[config.mk]
export PLATFORM = sky130hd
export DESIGN_NAME = serial_adder
export DESIGN_NICKNAME = d
export VERILOG_FILES = /design/src/rtl/serial_adder.sv
export SDC_FILE = /design/constraint.sdc
export NUM_CORES = 1
export LEC_CHECK = 0
export ABC_AREA = 0
export BUFFER_PORTS_ARGS = -buffer_cell sky130_fd_sc_hd__buf_2
export CORE_ASPECT_RATIO = 0.75
export CORE_MARGIN = 2
export CORE_UTILIZATION = 58
export DETAILED_ROUTE_END_ITERATION = 16
export HOLD_SLACK_MARGIN = 0.06
export PLACE_DENSITY = 0.81
export SLEW_MARGIN = 10
export SYNTH_ARGS = -nofsm -noshare
export SYNTH_HDL_FRONTEND = slang
export SYNTH_SLANG_ARGS = --single-unit
export TNS_END_PERCENT = 20
[constraint.sdc]
create_clock -name clk -period 3.01 [get_ports clk]
set_clock_uncertainty 0.1 [all_clocks]
set_input_delay 0.602 -clock clk [delete_from_list [all_inputs] [get_ports clk]]
set_output_delay 0.602 -clock clk [all_outputs]
set_load 0.02 [all_outputs]
[src/rtl/serial_adder.sv]
// Bit-serial adder: one full_adder reused LSB-first over WIDTH clocks.
// Registered busy/done/sum/cout, asynchronous active-high reset.

module full_adder (
   input  logic a,
   input  logic b,
   input  logic c,
   output logic sum,
   output logic carry
);
   assign sum   = a ^ b ^ c;
   assign carry = (a & b) | (c & (a ^ b));
endmodule

module serial_adder #(
   parameter int unsigned WIDTH = 8
) (
   input  logic             clk,
   input  logic             reset,
   input  logic             start,
   input  logic [WIDTH-1:0] a,
   input  logic [WIDTH-1:0] b,
   input  logic             cin,
   output logic             busy,
   output logic             done,
   output logic [WIDTH-1:0] sum,
   output logic             cout
);
   localparam int unsigned CW = $clog2(WIDTH + 1);

   typedef enum logic [1:0] {IDLE, RUN, DONE} state_e;

   state_e           state_q, state_d;
   logic [WIDTH-1:0] a_q, a_d;
   logic [WIDTH-1:0] b_q, b_d;
   logic [WIDTH-1:0] res_q, res_d;
   logic [WIDTH-1:0] sum_q, sum_d;
   logic [CW-1:0]    cnt_q, cnt_d;
   logic             carry_q, carry_d;
   logic             cout_q, cout_d;
   logic             busy_q, busy_d;
   logic             done_q, done_d;

   logic             fa_sum, fa_carry;
   logic [WIDTH:0]   res_cat;
   logic             last_bit;

   full_adder u_fa (
      .a     (a_q[0]),
      .b     (b_q[0]),
      .c     (carry_q),
      .sum   (fa_sum),
      .carry (fa_carry)
   );

   // New sum bit enters at the MSB; the result register shifts right.
   assign res_cat  = {fa_sum, res_q};
   assign last_bit = (cnt_q == CW'(WIDTH - 1));

   always_ff @(posedge clk or posedge reset) begin
      if (reset) begin
         state_q <= IDLE;
         a_q     <= '0;
         b_q     <= '0;
         res_q   <= '0;
         sum_q   <= '0;
         cnt_q   <= '0;
         carry_q <= 1'b0;
         cout_q  <= 1'b0;
         busy_q  <= 1'b0;
         done_q  <= 1'b0;
      end else begin
         state_q <= state_d;
         a_q     <= a_d;
         b_q     <= b_d;
         res_q   <= res_d;
         sum_q   <= sum_d;
         cnt_q   <= cnt_d;
         carry_q <= carry_d;
         cout_q  <= cout_d;
         busy_q  <= busy_d;
         done_q  <= done_d;
      end
   end

   always_comb begin
      state_d = state_q;
      a_d     = a_q;
      b_d     = b_q;
      res_d   = res_q;
      sum_d   = sum_q;
      cnt_d   = cnt_q;
      carry_d = carry_q;
      cout_d  = cout_q;

      unique case (state_q)
         IDLE: begin
            if (start) begin
               a_d     = a;
               b_d     = b;
               carry_d = cin;
               cnt_d   = '0;
               state_d = RUN;
            end
         end
         RUN: begin
            res_d   = res_cat[WIDTH:1];
            a_d     = a_q >> 1;
            b_d     = b_q >> 1;
            carry_d = fa_carry;
            cnt_d   = cnt_q + CW'(1);
            if (last_bit) begin
               sum_d   = res_cat[WIDTH:1];
               cout_d  = fa_carry;
               state_d = DONE;
            end
         end
         DONE: begin
            state_d = IDLE;
         end
         default: begin
            state_d = IDLE;
         end
      endcase

      busy_d = (state_d == RUN);
      done_d = (state_d == DONE);
   end

   assign busy = busy_q;
   assign done = done_q;
   assign sum  = sum_q;
   assign cout = cout_q;

endmodule

Word level (Yosys, flattened, before mapping)
Cells that the tools add are included.

storage, ports and cells
  output and inout port bits = 11
  RAM bits = 0
  ROM bits = 0
  memories kept = 0
  logic and storage cells = 36
  bits in latches = 0
  bits of input ports = 20
  bits in registers = 42

operators by class
  mux-type cells = 11
  order comparisons = 0
  bitwise operators = 5
  equal/unequal tests = 5
  $mul = 0
  shift-type cells = 0
  reduce and logical (&&, ||, !) cells = 4
  div/mod/pow operators = 0
  $add $sub $neg = 1

operator list
  operator               count
  $pmux W8 S2            2
  $mux W8                2
  $pmux W4 S2            1
  $add A4 B1 Y4 const B  1
  $eq A2 B1 Y1 const B   2
  $eq A4 B3 Y1 const B   1
  $mux W2                2
  $mux W4                1
  $pmux W2 S2            1
  $reduce_and A2 Y1      2
  $and A1 B1 Y1          2
  $eq A2 B2 Y1 const B   1
  $logic_not A2 Y1       1
  $ne A2 B2 Y1 const B   1
  $pmux W1 S2            1
  $reduce_bool A2 Y1     1
  $xor A1 B1 Y1          2
  $mux W1                1
  $or A1 B1 Y1           1

Depth between registers and ports, before layout
  word-level depth = 4
  mapped depth = 5

By module
A second synthesis with hierarchy kept.

second synthesis, totals
  cells, all modules = 155
  area, all modules = 1737.9 µm²

by module, submodules not included
  module        cells each  area each (µm²)  instances  sequential area each (µm²)
  serial_adder  154         1717.9           1          1026.0
  full_adder    1           20.0             1          0.0

Least setup slack after synthesis
No wires, ideal clock.

  path kind = input to register
  start = input start
  end = register a_q[0]
  setup time = 0.133 ns
  arrival time = 1.219 ns
  stages on the path = 5
  path slack = 1.558 ns
  path buffers = 2
  path through = nor2b_1 buf_2 buf_2 a22oi_1 o21ai_0

between the ends
  longest elaborated chain between the ends = 2

ends and longest elaborated chain
  element                             RTL line  text
  from (decl)                         20        input logic start,
  $ne A2 B2 Y1 (no source line)       --
  $reduce_and A2 Y1 (no source line)  --
  to (signal assigned)                63        a_q <= '0;
  to (signal assigned)                74        a_q <= a_d;
  to (decl)                           34        logic [WIDTH-1:0] a_q, a_d;

Every way passes these cells.
A chain may end at the register's enable or synchronous reset.

Worst setup path after layout
  start = register state_q[0]
  end = register a_q[0]

between the ends
  longest elaborated chain between the ends = 3
  elaborated cells on any way between the ends = 6

ends and longest elaborated chain
  element                                                              RTL line  text
  from (decl)                                                          33        state_e state_q, state_d;
  from (signal assigned)                                               73        state_q <= state_d;
  $eq A2 B1 Y1 or $logic_not A2 Y1 (tied branches)                     96        unique case (state_q)
  $reduce_bool A2 Y1 (no source line) or $ne A2 B2 Y1 (tied branches)  --
  $reduce_and A2 Y1 (no source line)                                   --

Several ways; a longest one is shown, not always the timed one.

==> impl_metrics.csv <==
group,metric,value,unit
clock_network,clock_path_buffers,2,
detailed_routing,viasPerCell,5.60,
floorplan,dieWidth,66.8,µm
clock_network,clock_sinks,41,
timing,max_slew_margin,31.1,%
worst_setup_path,cp-start-kind,"flip-flop",
worst_setup_path,path_class,"reg -> reg",
synth,synth_top_cell_by_area,"dfrtp_1",
global_routing,grt_usage,21.1,%
clock_network,clkSlewWorstSetupHoldPaths,0.08,ns
global_routing,grt_overflow,0,
timing,drv_slew,0,
min_path,min_path_type,"in -> async",
synth,ys_warn_count,0,
synth,ys_seq_area_share,59.8,%
synth,syn_nets,157,
floorplan,io_pins,31,
synth,synth_cell_types,22,
detailed_routing,drt_first_pass_iters,4,
worst_setup_path,worst_ep_required_time,3.10,ns
detailed_routing,avgRoutedWirePerCell,15.5,µm
floorplan,die-area,3410,µm²
timing,fin_crit,2.17,ns
layout,fin_nets,186,
synth,synth_top_area_share,59.8,%
detailed_routing,vias,1137,
clock_network,ctsResizeCount,0,
layout,seq_area,1030,µm²
detailed_routing,drt_wl_total,3.16,mm
pwr,powerDensity,1060,nW/µm²
synth,ys_ff_latch,41,
timing,finalCritPeriodShare,72.2,%
clock_network,clkLatencyLatePin,0.29,ns
layout,post-route-util,69.2,%
pwr,p_leak,0.932,nW
layout,fillCellCount,210,
status,outcome,"finished, final reports clean",
worst_setup_path,worst_ep_arrival_time,2.26,ns
layout,antenna_cells,0,
synth,synth_area_leaders,"dfrtp_1 60%, mux2_2 12%, a22oi_1 6.6%",
worst_setup_path,critPathMaxFanout,21,
clock_network,cts_tree,"built",
timing,rsz0062_at_grt,"false",
clock_network,cts_buffers,5,
synth,syn_inst,135,
floorplan,fp.dieH,51.1,µm
placed_design,port_buffers,30,
clock_network,htreeDepth,2,
worst_setup_path,worstRegToRegCells,3,
detailed_routing,drtIter0Drc,100,
synth,syn_area,1720,µm²
placed_design,place_congestion,0.747,
run,cap_viol_max_count,0,
layout,drive_above_1_share,35.8,%
global_routing,grt_pass1_vias,1144,
layout,area_growth,15.8,%
placed_design,hpwl,2.10,mm
clock_network,cts_root_buf,"clkbuf_8",
detailed_routing,drc_errors,0,
timing,hold_violations,0,
timing,fmax,460,MHz
clock_network,cts-hold-fix-buffers,0,
floorplan,core,2870,µm²
clock_network,cts_setup_buffers,0,
worst_setup_path,end_kind,"flip-flop",
layout,multi_input_area,632,µm²
global_routing,grt_pass1_wl,5.23,mm
timing,tns,0,ns
timing,setup_viol,0,
pwr,vdd_drop_max,0.480,mV
global_routing,antenna_found_initial,0,
global_routing,grt_max_degree,42,
floorplan,rows,17,
floorplan,initial_core_util,59.7,%
timing,tightest_slew,1.03,ns
synth,syn_avg_cell_area,12.7,µm²
detailed_routing,ant_nets,0,
final timing paths:
| check | startpoint | end | slack (ns) |
|---|---|---|---|
| setup / recovery | state_q[0] | a_q[0] | 0.84 |
| min in group clk | b_q[2] | b_q[2] | 0.39 |
| hold reg to reg | b_q[2] | b_q[2] | 0.39 |
| setup reg to reg | state_q[0] | a_q[0] | 0.84 |
| max in group asynchronous | reset | b_q[3] | 2.12 |
| hold / removal | reset | res_q[1] | 0.34 |
placed cells by master (no fill, tap or decap):
cell type  Yosys  routed
clkbuf_1       1       1
nand2b_1       1       1
o21bai_2       1       1
a21oi_1        1       1
nor2b_1        5       5
clkbuf_8       0       6
bufinv_16      0       1
buf_4          0       1
dfrtp_1       41      41
nand2_1       15      15
nand3_1        1       1
a22oi_1       15      15
nor2_1         2       2
nor2_8         1       1
nand4b_4       1       1
fa_1           1       1
a22o_1         4       4
o21ai_0       13      13
inv_1          2       2
o21ai_1        2       2
mux2_2        18      18
ha_1           1       1
a211oi_1       1       1
buf_2          7      30
sequential cells by signal (all words and copies together), names as in the netlist:
| name | flops |
|---|---|
| done | 1 |
| carry_q | 1 |
| busy | 1 |
| b_q | 8 |
| res_q | 7 |
| a_q | 8 |
| cnt_q | 4 |
| state_q | 2 |
| cout | 1 |
| sum | 8 |
power by group:
part           leakage, nW  internal, W  switching [W]
Sequential           0.525     0.000776       0.000193
Clock               0.0585     0.000270       0.000181
Combinational        0.349     0.000341       0.000344
through the flow:
stage                     worst slack [ns]  cells  cell area (µm²)  hold WS (ns)  total power [W]
after floorplan                       1.36    135             1720         0.350          0.00150
after global placement               0.945    195             1870         0.362          0.00162
after detailed placement             0.859    195             1870         0.371          0.00166
after CTS                            0.860    203             1990         0.344          0.00212
after global routing                 0.629    203             1990         0.374          0.00225
final                                0.836    203             1990         0.337          0.00211
synthesized netlist by cell type:
library cell  instances
mux2_2               18
nand3_1               1
nor2_1                2
inv_1                 2
o21bai_2              1
a21oi_1               1
nand4b_4              1
nor2_8                1
ha_1                  1
clkbuf_1              1
buf_2                 7
buf_6                 1
o21ai_0              13
nand2_1              15
nor2b_1               5
nand2b_1              1
a22o_1                4
a22oi_1              15
dfrtp_1              41
a211oi_1              1
o21ai_1               2
fa_1                  1
logic make-up after synthesis:
| group | after synthesis | share of synthesized area (%) |
|---|---|---|
| and+or+nand+nor | 26 | 8.75 |
| muxes | 18 | 11.8 |
| DFF | 41 | 59.8 |
| buffers and inverters | 11 | 3.35 |
| adders and majority gates | 2 | 1.90 |
| AOI/OAI and AO/OA | 37 | 14.4 |
area by class of cell:
cell class | count | share of cell area (%)
inverter | 2 | 0.378
clock buffer | 7 | 4.35
tap | 38 | 2.39
clock inverter | 1 | 1.51
multi-input combinational | 83 | 31.8
timing repair buffer | 31 | 7.93
sequential | 41 | 51.6
worst max-delay path, cell delays in order (launching register included):
cell	delay [ns]
dfrtp_1	0.66
nor2b_1	0.92
a22oi_1	0.15
o21ai_0	0.24
metal layers:
layer | track usage [%] | routed length [µm] | vias up
met5 | 0 | 0 | -
met4 | 8.84 | 41 | 0
met2 | 34.2 | 1580 | 24
li1 | - | - | 535
met1 | 27.0 | 1410 | 573
met3 | 5.73 | 124 | 5
No activity file was read; power rests on OpenSTA's default activity.
